--- src/rtl/rtc_pkg.sv ---
// rtl/rtc_pkg.sv - shared time types, BCD digit limits and load validation
package rtc_pkg;

  localparam int DEFAULT_CLK_DIV = 50000000;

  localparam logic [3:0] DIGIT_MAX   = 4'd9;
  localparam logic [3:0] TENS_MAX    = 4'd5;
  localparam logic [3:0] HOUR_T_MAX  = 4'd2;
  localparam logic [3:0] HOUR_U_LAST = 4'd3;

  typedef struct packed {
    logic [3:0] hh_t;
    logic [3:0] hh_u;
    logic [3:0] mm_t;
    logic [3:0] mm_u;
    logic [3:0] ss_t;
    logic [3:0] ss_u;
  } time_t;

  // A 24-hour BCD time is legal when every digit is a decimal digit,
  // the tens of minutes/seconds stay within 0..5 and the hour is 00..23.
  function automatic logic time_valid(input time_t t);
    return (t.hh_t <= HOUR_T_MAX) && (t.hh_u <= DIGIT_MAX) &&
           !((t.hh_t == HOUR_T_MAX) && (t.hh_u > HOUR_U_LAST)) &&
           (t.mm_t <= TENS_MAX) && (t.mm_u <= DIGIT_MAX) &&
           (t.ss_t <= TENS_MAX) && (t.ss_u <= DIGIT_MAX);
  endfunction

endpackage

--- src/rtl/bcd_digit_cnt.sv ---
// rtl/bcd_digit_cnt.sv - one BCD digit counter with load, dynamic wrap value and carry
module bcd_digit_cnt
  import rtc_pkg::*;
#(
  parameter logic [3:0] MAX = DIGIT_MAX
) (
  input  logic       clk,
  input  logic       rst,
  input  logic       inc,
  input  logic       load,
  input  logic [3:0] load_val,
  input  logic [3:0] wrap_val,
  output logic [3:0] q,
  output logic [3:0] nxt,
  output logic       carry
);

  // The last value before wrapping; the hour-units digit narrows it to 3
  // while the tens is 2, every other digit wraps at its static MAX.
  logic [3:0] last;
  assign last  = (wrap_val > MAX) ? MAX : wrap_val;
  assign carry = inc && !load && (q == last);

  // Next digit value: load has priority over counting.
  always_comb begin
    nxt = q;
    if (load) begin
      nxt = load_val;
    end else if (inc) begin
      nxt = carry ? 4'd0 : q + 4'd1;
    end
  end

  // Digit register.
  always_ff @(posedge clk or negedge rst) begin
    if (!rst) begin
      q <= 4'd0;
    end else begin
      q <= nxt;
    end
  end

endmodule

--- src/rtl/bcd_rtc_core.sv ---
// rtl/bcd_rtc_core.sv - BCD real-time clock with prescaler, validated load, 12/24h display and alarm
module bcd_rtc_core
  import rtc_pkg::*;
#(
  parameter int CLK_DIV  = DEFAULT_CLK_DIV,
  parameter bit ALARM_EN = 1'b1
) (
  input  logic        clk,
  input  logic        rst,
  input  logic        run_en,
  input  logic        mode_12h,
  input  logic        set_valid,
  output logic        set_ready,
  input  logic [23:0] set_time,
  input  logic [23:0] alarm_time,
  input  logic        alarm_on,
  output logic [23:0] time_bcd,
  output logic        pm,
  output logic        sec_tick,
  output logic        day_wrap,
  output logic        alarm_hit,
  output logic        set_err
);

  localparam int            PW         = (CLK_DIV > 2) ? $clog2(CLK_DIV) : 1;
  localparam logic [PW-1:0] PRESC_LAST = PW'(CLK_DIV - 1);

  time_t         cur, nxt, ld;
  logic [PW-1:0] presc;
  logic          tick, accept, load_ok, load_bad, adv;
  logic          c_ss_u, c_ss_t, c_mm_u, c_mm_t, c_hh_u, c_hh_t;
  logic [3:0]    hh_u_wrap;

  assign ld       = time_t'(set_time);
  assign tick     = run_en && (presc == PRESC_LAST);
  assign accept   = set_valid && set_ready;
  assign load_ok  = accept && time_valid(ld);
  assign load_bad = accept && !load_ok;
  // A valid load in the tick cycle swallows that tick.
  assign adv      = tick && !load_ok;

  assign hh_u_wrap = (cur.hh_t == HOUR_T_MAX) ? HOUR_U_LAST : DIGIT_MAX;

  bcd_digit_cnt #(.MAX(DIGIT_MAX)) u_ss_u (.clk(clk), .rst(rst), .inc(adv), .load(load_ok),
    .load_val(ld.ss_u), .wrap_val(DIGIT_MAX), .q(cur.ss_u), .nxt(nxt.ss_u), .carry(c_ss_u));
  bcd_digit_cnt #(.MAX(TENS_MAX)) u_ss_t (.clk(clk), .rst(rst), .inc(c_ss_u), .load(load_ok),
    .load_val(ld.ss_t), .wrap_val(TENS_MAX), .q(cur.ss_t), .nxt(nxt.ss_t), .carry(c_ss_t));
  bcd_digit_cnt #(.MAX(DIGIT_MAX)) u_mm_u (.clk(clk), .rst(rst), .inc(c_ss_t), .load(load_ok),
    .load_val(ld.mm_u), .wrap_val(DIGIT_MAX), .q(cur.mm_u), .nxt(nxt.mm_u), .carry(c_mm_u));
  bcd_digit_cnt #(.MAX(TENS_MAX)) u_mm_t (.clk(clk), .rst(rst), .inc(c_mm_u), .load(load_ok),
    .load_val(ld.mm_t), .wrap_val(TENS_MAX), .q(cur.mm_t), .nxt(nxt.mm_t), .carry(c_mm_t));
  bcd_digit_cnt #(.MAX(DIGIT_MAX)) u_hh_u (.clk(clk), .rst(rst), .inc(c_mm_t), .load(load_ok),
    .load_val(ld.hh_u), .wrap_val(hh_u_wrap), .q(cur.hh_u), .nxt(nxt.hh_u), .carry(c_hh_u));
  // Carry out of the hours-tens digit is exactly the 23:59:59 -> 00:00:00 wrap.
  bcd_digit_cnt #(.MAX(HOUR_T_MAX)) u_hh_t (.clk(clk), .rst(rst), .inc(c_hh_u), .load(load_ok),
    .load_val(ld.hh_t), .wrap_val(HOUR_T_MAX), .q(cur.hh_t), .nxt(nxt.hh_t), .carry(c_hh_t));

  // Prescaler, load handshake and status pulses.
  always_ff @(posedge clk or negedge rst) begin
    if (!rst) begin
      presc     <= '0;
      set_ready <= 1'b1;
      set_err   <= 1'b0;
      sec_tick  <= 1'b0;
      day_wrap  <= 1'b0;
    end else begin
      if (load_ok || tick) begin
        presc <= '0;
      end else if (run_en) begin
        presc <= presc + PW'(1);
      end
      set_ready <= !accept;
      set_err   <= load_bad;
      sec_tick  <= adv;
      day_wrap  <= c_hh_t;
    end
  end

  generate
    if (ALARM_EN) begin : g_alarm
      // Compare against the value the counters are about to take, so the
      // pulse lines up with sec_tick; loads never reach here since adv=0.
      always_ff @(posedge clk or negedge rst) begin
        if (!rst) begin
          alarm_hit <= 1'b0;
        end else begin
          alarm_hit <= alarm_on && adv && (nxt == time_t'(alarm_time));
        end
      end
    end else begin : g_no_alarm
      assign alarm_hit = 1'b0;
    end
  endgenerate

  // Display decode: 24-hour state to 12-hour form when requested.
  logic [4:0] hour24, hour12;
  time_t      disp;
  assign hour24 = ({1'b0, cur.hh_t} * 5'd10) + {1'b0, cur.hh_u};

  always_comb begin
    disp   = cur;
    hour12 = hour24;
    pm     = 1'b0;
    if (mode_12h) begin
      pm = (hour24 >= 5'd12);
      if (hour24 == 5'd0) begin
        hour12 = 5'd12;
      end else if (hour24 > 5'd12) begin
        hour12 = hour24 - 5'd12;
      end
      disp.hh_t = (hour12 >= 5'd10) ? 4'd1 : 4'd0;
      disp.hh_u = (hour12 >= 5'd10) ? 4'(hour12 - 5'd10) : hour12[3:0];
    end
  end

  assign time_bcd = disp;

endmodule
--- config.mk ---
export PLATFORM = sky130hd
export DESIGN_NAME = bcd_rtc_core
export DESIGN_NICKNAME = d
export VERILOG_FILES = /design/src/rtl/rtc_pkg.sv /design/src/rtl/bcd_digit_cnt.sv /design/src/rtl/bcd_rtc_core.sv
export SDC_FILE = /design/constraint.sdc
export NUM_CORES = 1
export LEC_CHECK = 0
export CORE_UTILIZATION = 30
export CTS_CLUSTER_DIAMETER = 80
export CTS_CLUSTER_SIZE = 10
export DETAILED_ROUTE_END_ITERATION = 10
export RECOVER_POWER = 50
export SLEW_MARGIN = 20
export SYNTH_ARGS = -nofsm -noshare
export SYNTH_HDL_FRONTEND = slang
export SYNTH_SLANG_ARGS = --single-unit
export TNS_END_PERCENT = 50
--- constraint.sdc ---
create_clock -name clk -period 4.4 [get_ports clk]
set_input_delay 0.44 -clock clk [delete_from_list [all_inputs] [get_ports clk]]
set_output_delay 0.44 -clock clk [all_outputs]
set_load 0.02 [all_outputs]
==> results.json, run 1 <==
{
  "hold_viol": 0,
  "die-area_um2": 15200,
  "path_clk_slew_ns": 0.07,
  "fin_skew_ns": 0.009440,
  "grt_max_degree": 56,
  "dp_hpwl_mm": 10.49,
  "core_area_um2": 14100,
  "worstReg2RegStart": "u_hh_t.q[0]",
  "drive_gt1_share_pct": 10.47,
  "fin_crit_sh_pct": 96.50,
  "fmax_mhz": 235.5,
  "regToRegSetupSlack_ns": 0.80,
  "crit_fanout": 4,
  "wire_per_inst_um": 17.35,
  "startpoint_type": "register",
  "drt_wl_total_mm": 13.57,
  "vias": 4270,
  "drv_cap": 1,
  "drtIter0Drc": 335,
  "r2r_cells": 13,
  "area_delta_synth_final_pct": 26.84,
  "status": "finished, violations left",
  "grt_pass1_vias": 4236,
  "start_util_pct": 31.32,
  "drcViolationCount": 0,
  "setup.worst_path.end_class": "output port",
  "syn_avg_cell_area_um2": 8.360,
  "power_density_nw_per_um2": 265.3,
  "clk-insertion-delay-late_ns": 0.30,
  "yosysSeqAreaShare_pct": 31.21,
  "hold_end": "presc[1]",
  "pin_count": 84,
  "violations": "max-capacitance violations, max-slew violations",
  "whs_path_depth": 2,
  "yosysTopAreaCellShare_pct": 30.61,
  "yosys.area.top_type": "dfrtp_1",
  "p_leak_nw": 2.233,
  "grt_overflow": 0,
  "syn-cell-area_um2": 4414,
  "yosysMostFrequentCell": "nor2_1",
  "holdBufCountCts": 0,
  "ir_worst_vdd_v": 0.0002586,
  "r2r_end": "alarm_hit",
  "min_path_type": "reg -> reg",
  "fin_nets": 675,
  "grt_pass1_wl_mm": 21.68,
  "drv_slew": 56,
  "postPlaceCellArea_um2": 5379,
  "synth_warnings": 0,
  "stdcell_area_um2": 5599,
  "finalSetupTns_ns": 0,
  "clk_path_buf_depth": 2,
  "num_antenna_cells": 0,
  "grt_usage_pct": 18.56,
  "max_slew.worst_pin.slew_ns": 3.001,
  "die_height_um": 123.3,
  "clock-sinks": 55,
  "synth_seq_cells": 55,
  "hp-start": "presc[1]",
  "fill_cells": 1422,
  "crit_type": "reg -> out",
  "place_inst": 771,
  "numPortBuffers": 83,
  "cts_tree": "yes",
  "maxSlewHeadroom_pct": -100.0,
  "holdWs_ns": 0.5819,
  "fp.dieW_um": 123.3,
  "synth_nets": 602,
  "ys_types": 67,
  "grt_antenna_before_repair": 0,
  "final_core_util_pct": 39.72,
  "root_buffer": "clkbuf_16",
  "required_ns": 3.96,
  "arrival_ns": 3.81,
  "netlist_instances": 528,
  "dr.pass1.iters": 5,
  "rows": 43,
  "final_cells": 782,
  "synth_ff_type": "dfrtp_1",
  "viasPerCell": 5.460,
  "ant_nets": 0,
  "synth_area_leaders": "dfrtp_1 31%, nor2_1 6.5%, ha_1 5.4%",
  "routabilityCongestion": 0.8738,
  "setup_viol": 0,
  "synth_common_cells": "76 x nor2_1, 54 x dfrtp_1, 37 x nand2_1",
  "finalCriticalPeriod_ns": 4.246,
  "synth_enable_flop_cells": 0,
  "synthArstFlopShare_pct": 100.0,
  "cts_max_level": 2,
  "numCtsBuffers": 5
}
worst max-delay path, cell delays in order, from the launching register on:
cell and delay, ns:
dfrtp_2 0.45, ha_2 0.20, fa_2 0.36, xor2_2 0.20, buf_4 0.15, inv_1 0.05, ha_1 0.19, nand3_1 0.14
a21boi_0 0.19, mux2_2 0.20, ha_2 0.19, inv_1 0.04, a31o_2 0.21, a21boi_2 0.16, mux2_2 0.34, a21oi_1 0.14
clkdlybuf4s15_2 0.27
per-layer routing:
metal | share of wire, % | track usage [%] | wire length, um
met1 | 44 | 23.89 | 5926
met2 | 50 | 32.54 | 6739
met3 | 5.2 | 2.629 | 711
met4 | 1.4 | 4.443 | 188
met5 | 0 | 0 | 0
worst max-delay path by stage:
stage	from	endpoint	slack [ns]	cells after the start
2_1_floorplan	u_hh_t.q[0]	time_bcd[18]	0.34	12
3_3_place_gp	u_hh_t.q[0]	time_bcd[18]	0.07	13
3_5_place_dp	u_hh_t.q[0]	time_bcd[18]	-0.03	13
4_1_cts	u_hh_t.q[0]	time_bcd[17]	0.01	16
5_1_grt	u_hh_t.q[0]	time_bcd[18]	-0.02	16
6_report	u_hh_t.q[0]	time_bcd[18]	0.15	16
cell families (layout without fill, tap and decap cells):
family | after synthesis | after routing | share of synthesized area [%]
AND/OR/NAND/NOR | 242 | 242 | 29.90
adder cells (fa/ha/maj) | 20 | 20 | 5.839
buffers and inverters | 58 | 132 | 6.916
flip-flops | 55 | 55 | 31.21
AO/OA/AOI/OAI | 96 | 96 | 14.46
XOR/XNOR | 47 | 47 | 9.325
multiplexers | 10 | 10 | 2.353
stage by stage:
stage | setup WS [ns] | total power, W
2_1_floorplan | 0.3395 | 0.0008885
3_3_place_gp | 0.06945 | 0.001058
4_1_cts | 0.01364 | 0.001487
3_5_place_dp | -0.02697 | 0.001070
6_report | 0.1540 | 0.001485
5_1_grt | -0.01984 | 0.001573
cell usage in the layout, fill, tap and decap left out, drive strengths merged, types with 6 or more instances in the layout:
master and n:
or4 7, nor3 13, ha 19, inv 19
nor2 77, nor4 15, nand2 37, mux2i 7
nand3 24, and4 7, o21ai 20, xnor2 25
dlygate4sd3 13, a21oi 27, o31ai 6, buf 21
nand4 23, clkbuf 9, clkdlybuf4s50 65, dfrtp 54
a31oi 9, xor2 22
sequential cells by signal (all words and copies together), names as in the netlist, 4 cells and up:
name,flops
presc,26
u_hh_t.q,4
u_hh_u.q,4
u_mm_t.q,4
u_mm_u.q,4
u_ss_t.q,4
u_ss_u.q,4
cell type report:
cell class	instances	area (um^2)	area share, %
Clock buffer	7	142.6	2.547
Clock inverter	1	8.758	0.1564
Inverter	19	71.32	1.274
Multi-Input combinational cell	415	2785	49.74
Sequential cell	55	1379	24.63
Tap cell	180	225.2	4.022
Timing Repair Buffer	105	987.2	17.63
where the power goes:
part           leakage (nW)  internal, W  switching, W
sequential            0.719     0.000555     0.0000684
clock                0.0741     0.000228      0.000186
combinational          1.44     0.000220      0.000228
total                  2.23      0.00100      0.000482
what timing repair did:
action                                  in CTS  in global routing
endpoints found under the setup margin       4                  4
buffers inserted                             1                  2
pin swaps                                    1                  2
resized for setup                            9                  9
Note: power is estimated with default switching activity, not from simulation.
==> run 2, diff against run 1 <==
SLEW_MARGIN = default   (was 20)
==> results of run 2 <==
Same layout as run 1: the final DEF is identical, and so are final timing and power.
==> run 3, diff against run 2 <==
PLACE_DENSITY_LB_ADDON = 0.3   (was default)
==> run 3 against run 2 <==
- the run still ends with max-capacitance violations, max-slew violations left
- fmax grew 0.94%
- sequential share of layout area shrank 0.066 points
- first-iteration DRC count shrank 42%
- highest routed layer unchanged
- global-route usage is essentially flat
- cell count shrank 0.38%
- critical endpoint is now time_bcd[17]
==> results.json, run 3 (synthesis gave the netlist of run 1 again) <==
{
  "fin_skew_ns": 0.007770,
  "power_density_nw_per_um2": 283.6,
  "rows": 43,
  "die-area_um2": 15200,
  "startpoint_type": "register",
  "root_buffer": "clkbuf_16",
  "setup.worst_path.end_class": "output port",
  "postPlaceCellArea_um2": 5371,
  "worstReg2RegStart": "u_hh_t.q[0]",
  "regMostFlops": "presc",
  "hold_viol": 0,
  "cts_tree": "yes",
  "setup_ws_ns": 0.1938,
  "clock-sinks": 55,
  "wire_per_inst_um": 17.35,
  "viasPerCell": 5.353,
  "grt_antenna_before_repair": 0,
  "dp_hpwl_mm": 10.55,
  "stdcell_area_um2": 5614,
  "status": "finished, violations left",
  "grt_pass1_vias": 4196,
  "drive_gt1_share_pct": 10.02,
  "numCtsBuffers": 5,
  "crit_fanout": 4,
  "setup_viol": 0,
  "holdWs_ns": 0.1766,
  "num_antenna_cells": 0,
  "violations": "max-capacitance violations, max-slew violations",
  "clk_path_buf_depth": 2,
  "arrival_ns": 3.77,
  "drv_slew": 43,
  "dr.pass1.iters": 4,
  "grt_overflow": 0,
  "final_cell_mix": "76 x nor2_1, 63 x clkdlybuf4s50_1, 53 x dfrtp_1",
  "met3_length_um": 736,
  "place_ws_ns": -0.07165,
  "min_path_type": "in -> async",
  "r2r_end": "alarm_hit",
  "die_height_um": 123.3,
  "clk-insertion-delay-late_ns": 0.30,
  "path_clk_slew_ns": 0.08,
  "crit_type": "reg -> out",
  "fmax_mhz": 237.7,
  "final_common_cell": "nor2_1",
  "finalCriticalPeriod_ns": 4.206,
  "p_leak_nw": 2.246,
  "start_util_pct": 31.32,
  "cts_max_level": 2,
  "fin_nets": 672,
  "core_area_um2": 14100,
  "r2r_cells": 10,
  "rsz0062_at_grt": "no",
  "p_total_w": 0.001592,
  "pin_count": 84,
  "ant_nets": 0,
  "required_ns": 3.96,
  "ir_worst_vdd_v": 0.0002066,
  "fin_crit_sh_pct": 95.60,
  "crit_path_start": "u_hh_t.q[0]",
  "drt-met1-wl_mm": 6.033,
  "largest_reg_flops": 26,
  "routed.top_layer": "met4",
  "crit_end": "time_bcd[17]",
  "max_slew.worst_pin.slew_ns": 2.437,
  "drv_cap": 1,
  "drcViolationCount": 0,
  "wl_met2_mm": 6.300,
  "drtIter0Drc": 195,
  "maxSlewHeadroom_pct": -62.44,
  "routabilityCongestion": 0.8733,
  "grt_pass1_wl_mm": 21.67,
  "grt_max_degree": 43,
  "vias": 4170,
  "area_delta_synth_final_pct": 27.18,
  "regToRegSetupSlack_ns": 1.12,
  "numPortBuffers": 83,
  "grt_usage_pct": 18.54,
  "drt_wl_total_mm": 13.52,
  "fp.dieW_um": 123.3
}
## run 3: changes by cell type in the layout (fill, tap and decap cells not counted), sizes merged
cell           change
clkdlybuf4s15      -1
dlygate4sd3        +2
buf                -2
bufinv             +2
clkdlybuf4s50      -2
clkinv             -1
clkbuf             -1
## run 3: repair_timing
item | CTS | global route
gates resized for setup | 11 | 10
buffers inserted | 0 | 1
pin swaps | 1 | 2
endpoints found under the setup margin | 4 | 4
cloned | 0 | 0
hold buffers | 0 | 0
## run 3: final cells by class
cell class | instances | area [um^2]
Timing Repair Buffer | 102 | 960.9
Multi-Input combinational cell | 415 | 2789
Fill cell | 1426 | 8482
Tap cell | 180 | 225.2
Clock inverter | 2 | 60.06
Inverter | 19 | 71.32
Clock buffer | 6 | 128.9
Sequential cell | 55 | 1379
## run 3: critical path: stages (launching register included)
cell,delay [ns]
dfrtp_2,0.46
ha_2,0.21
fa_2,0.37
xor2_2,0.21
ha_2,0.22
or3b_4,0.39
nand2_1,0.08
a21boi_1,0.06
mux2_4,0.27
ha_2,0.19
inv_1,0.05
a31o_2,0.11
a21boi_2,0.06
buf_4,0.16
xnor2_1,0.11
mux2_2,0.26
clkdlybuf4s15_2,0.25
## run 3: how the worst min path moves through the flow
stage	startpoint	endpoint	slack, ns
floorplan	rst	alarm_hit	0.14
global placement	rst	presc[22]	0.35
detailed placement	rst	presc[14]	0.35
CTS	rst	presc[14]	0.03
global route	rst	presc[21]	0.25
finish	rst	presc[21]	0.18
## run 3: where the power goes
part           total [W]  leakage [nW]  internal, W  switching (W)
sequential      0.000624         0.719     0.000555      0.0000694
clock           0.000523        0.0911     0.000327       0.000196
combinational   0.000445          1.44     0.000218       0.000226
total            0.00159          2.25      0.00110       0.000492
## run 3: per-stage QoR
stage | instances | setup TNS, ns | utilization (%)
finish | 779 | 0 | 39.83
global route | 779 | 0 | 39.83
CTS | 778 | 0 | 39.63
detailed placement | 770 | -0.08757 | 38.11
global placement | 770 | 0 | 38.11
floorplan | 528 | 0 | -
## run 3: layer usage
layer | global-route usage (%) | up-vias
met5 | 0 | -
met4 | 8.208 | 0
met3 | 3.229 | 27
met2 | 30.34 | 114
met1 | 23.85 | 1992
li1 | - | 2037
==> RTL change, RTL diff (flow settings as in run 1) <==
`ALARM_EN`: 1'b1 -> 1'b0.
--- a/src/rtl/bcd_rtc_core.sv
+++ b/src/rtl/bcd_rtc_core.sv
@@ -4,5 +4,5 @@
 #(
   parameter int CLK_DIV  = DEFAULT_CLK_DIV,
-  parameter bit ALARM_EN = 1'b1
+  parameter bit ALARM_EN = 1'b0
 ) (
   input  logic        clk,
Behaviour: same outputs for any inputs over 10 cycles, from zero or initial values and one cycle with rst low; that may be too few to reach the edited logic, so the function may still have changed.
==> RTL change against run 1 <==
The run still ends with max-capacitance violations, max-slew violations left; first-iteration DRC count is 35% lower; sequential cell count fell by 1; area after synthesis decreased by 16%; clock skew rose by 5.6 ps; count of clock-buffer cells in the layout unchanged; setup slack better by 150 ps; total power shrank 14%; routed wire length is 33% lower; clock power down 6.0%; global-route usage shrank 3.9 points; maximum frequency up 3.6%; critical path depth down 2; final area decreased by 20%; critical path type unchanged.
==> RTL change: results (changes against run 1) <==
metric;value;unit;change
reg2reg_depth;7;;-6
postCtsSetupBuffers;0;;-1
syn_inst;418;;-21%
worst-path-max-fanout;7;;+3
violations;max-capacitance violations, max-slew violations;;
grt_pass1_vias;3197;;-25%
cap_violations;1;;unchanged
cp.arrival;3660;ps;-150 ps
peakVddDrop;0.000164;V;-36%
cpPeakStageDelay;470;ps;+20 ps
dpl.cell_count;599;;-22%
place_worst_setup_slack;112;ps;+139 ps
r2r-start;u_ss_t.q[0];;
worstMarginPinSlew;2960;ps;-45.2 ps
dpl-instance-area;4320;um^2;-20%
hold_path_depth;2;;unchanged
final_max_slew_viol_count;55;;-1.8%
port_buffers;57;;-31%
grt_util_all_layers;14.7;%;-3.9 points
fin_cells;607;;-22%
dp_hpwl;6800;um;-35%
cpMaxStageDelayCell;dfrtp_1;;
min_from;presc[20];;
finClkSkew;15.0;ps;+5.59 ps
wirelength;9030;um;-33%
fill_cells;1236;;-13%
status;finished, violations left;;
first_pass_iters;4;;-1
drive_gt1_share;6.30;%;-4.2 points
antenna_found_initial;0;;unchanged
drtIter0Drc;218;;-35%
synth_sequential_area_ratio;36.5;%;+5.3 points
crit_start;u_hh_t.q[0];;
vias;3267;;-23%
yosys-top-cells-area;dfrtp_1 (36%), ha_1 (6.4%), nor2_1 (5.1%);;
grt_pass1_wl;15200;um;-30%
RTL change: cell count changes in the layout (fill, tap and decap cells not counted), moves of 11 or more:
cell             change
clkdlybuf4s50_1     -27
nor2_1              -26
xnor2_1             -17
buf_4               -14
nand4_1             -14
nand2_1             -11
RTL change: cells by family after synthesis:
logic type | after synthesis | share of synthesized area [%]
AO/OA/AOI/OAI | 89 | 16.1
multiplexers | 7 | 2.02
adder cells (fa/ha/maj) | 20 | 6.95
AND/OR/NAND/NOR | 177 | 25.3
other | 1 | 0.101
XOR/XNOR | 25 | 6.28
buffers and inverters | 45 | 6.78
flip-flops | 54 | 36.5
RTL change: worst register-to-register path, delay by kind of cell, from the launching register on:
kind | cells | cell delay, ps
AND/OR/NAND/NOR | 3 | 1250
AO/OA/AOI/OAI | 3 | 770
flip-flops | 1 | 460
adder cells (fa/ha/maj) | 1 | 230
RTL change: routing by layer:
| metal | GRT usage [%] | wire, um |
|---|---|---|
| met2 | 25.7 | 4390 |
| met1 | 18.3 | 4020 |
| met4 | 5.00 | 154 |
| met5 | 0 | 0 |
| met3 | 2.30 | 463 |
RTL change: worst paths after layout:
path / endpoint / slack [ps]
setup reg to reg: u_hh_u.q[2] / 1610
hold reg to reg: presc[20] / 540
hold / removal: presc[20] / 540
min in group asynchronous: u_mm_u.q[2] / 1190
setup / recovery: time_bcd[18] / 300
max in group asynchronous: presc[5] / 1510
RTL change: layout make-up:
cell class	count	area (um^2)	share of cell area, %
Timing Repair Buffer	64	614	13.7
Tap cell	147	184	4.10
Inverter	15	56.3	1.26
Clock inverter	1	7.51	0.168
Multi-Input combinational cell	319	2130	47.6
Sequential cell	54	1350	30.2
Clock buffer	7	133	2.96
RTL change: where the power goes:
part | internal, mW | switching, mW
registers | 0.545 | 0.0610
logic | 0.131 | 0.150
clock network | 0.212 | 0.177
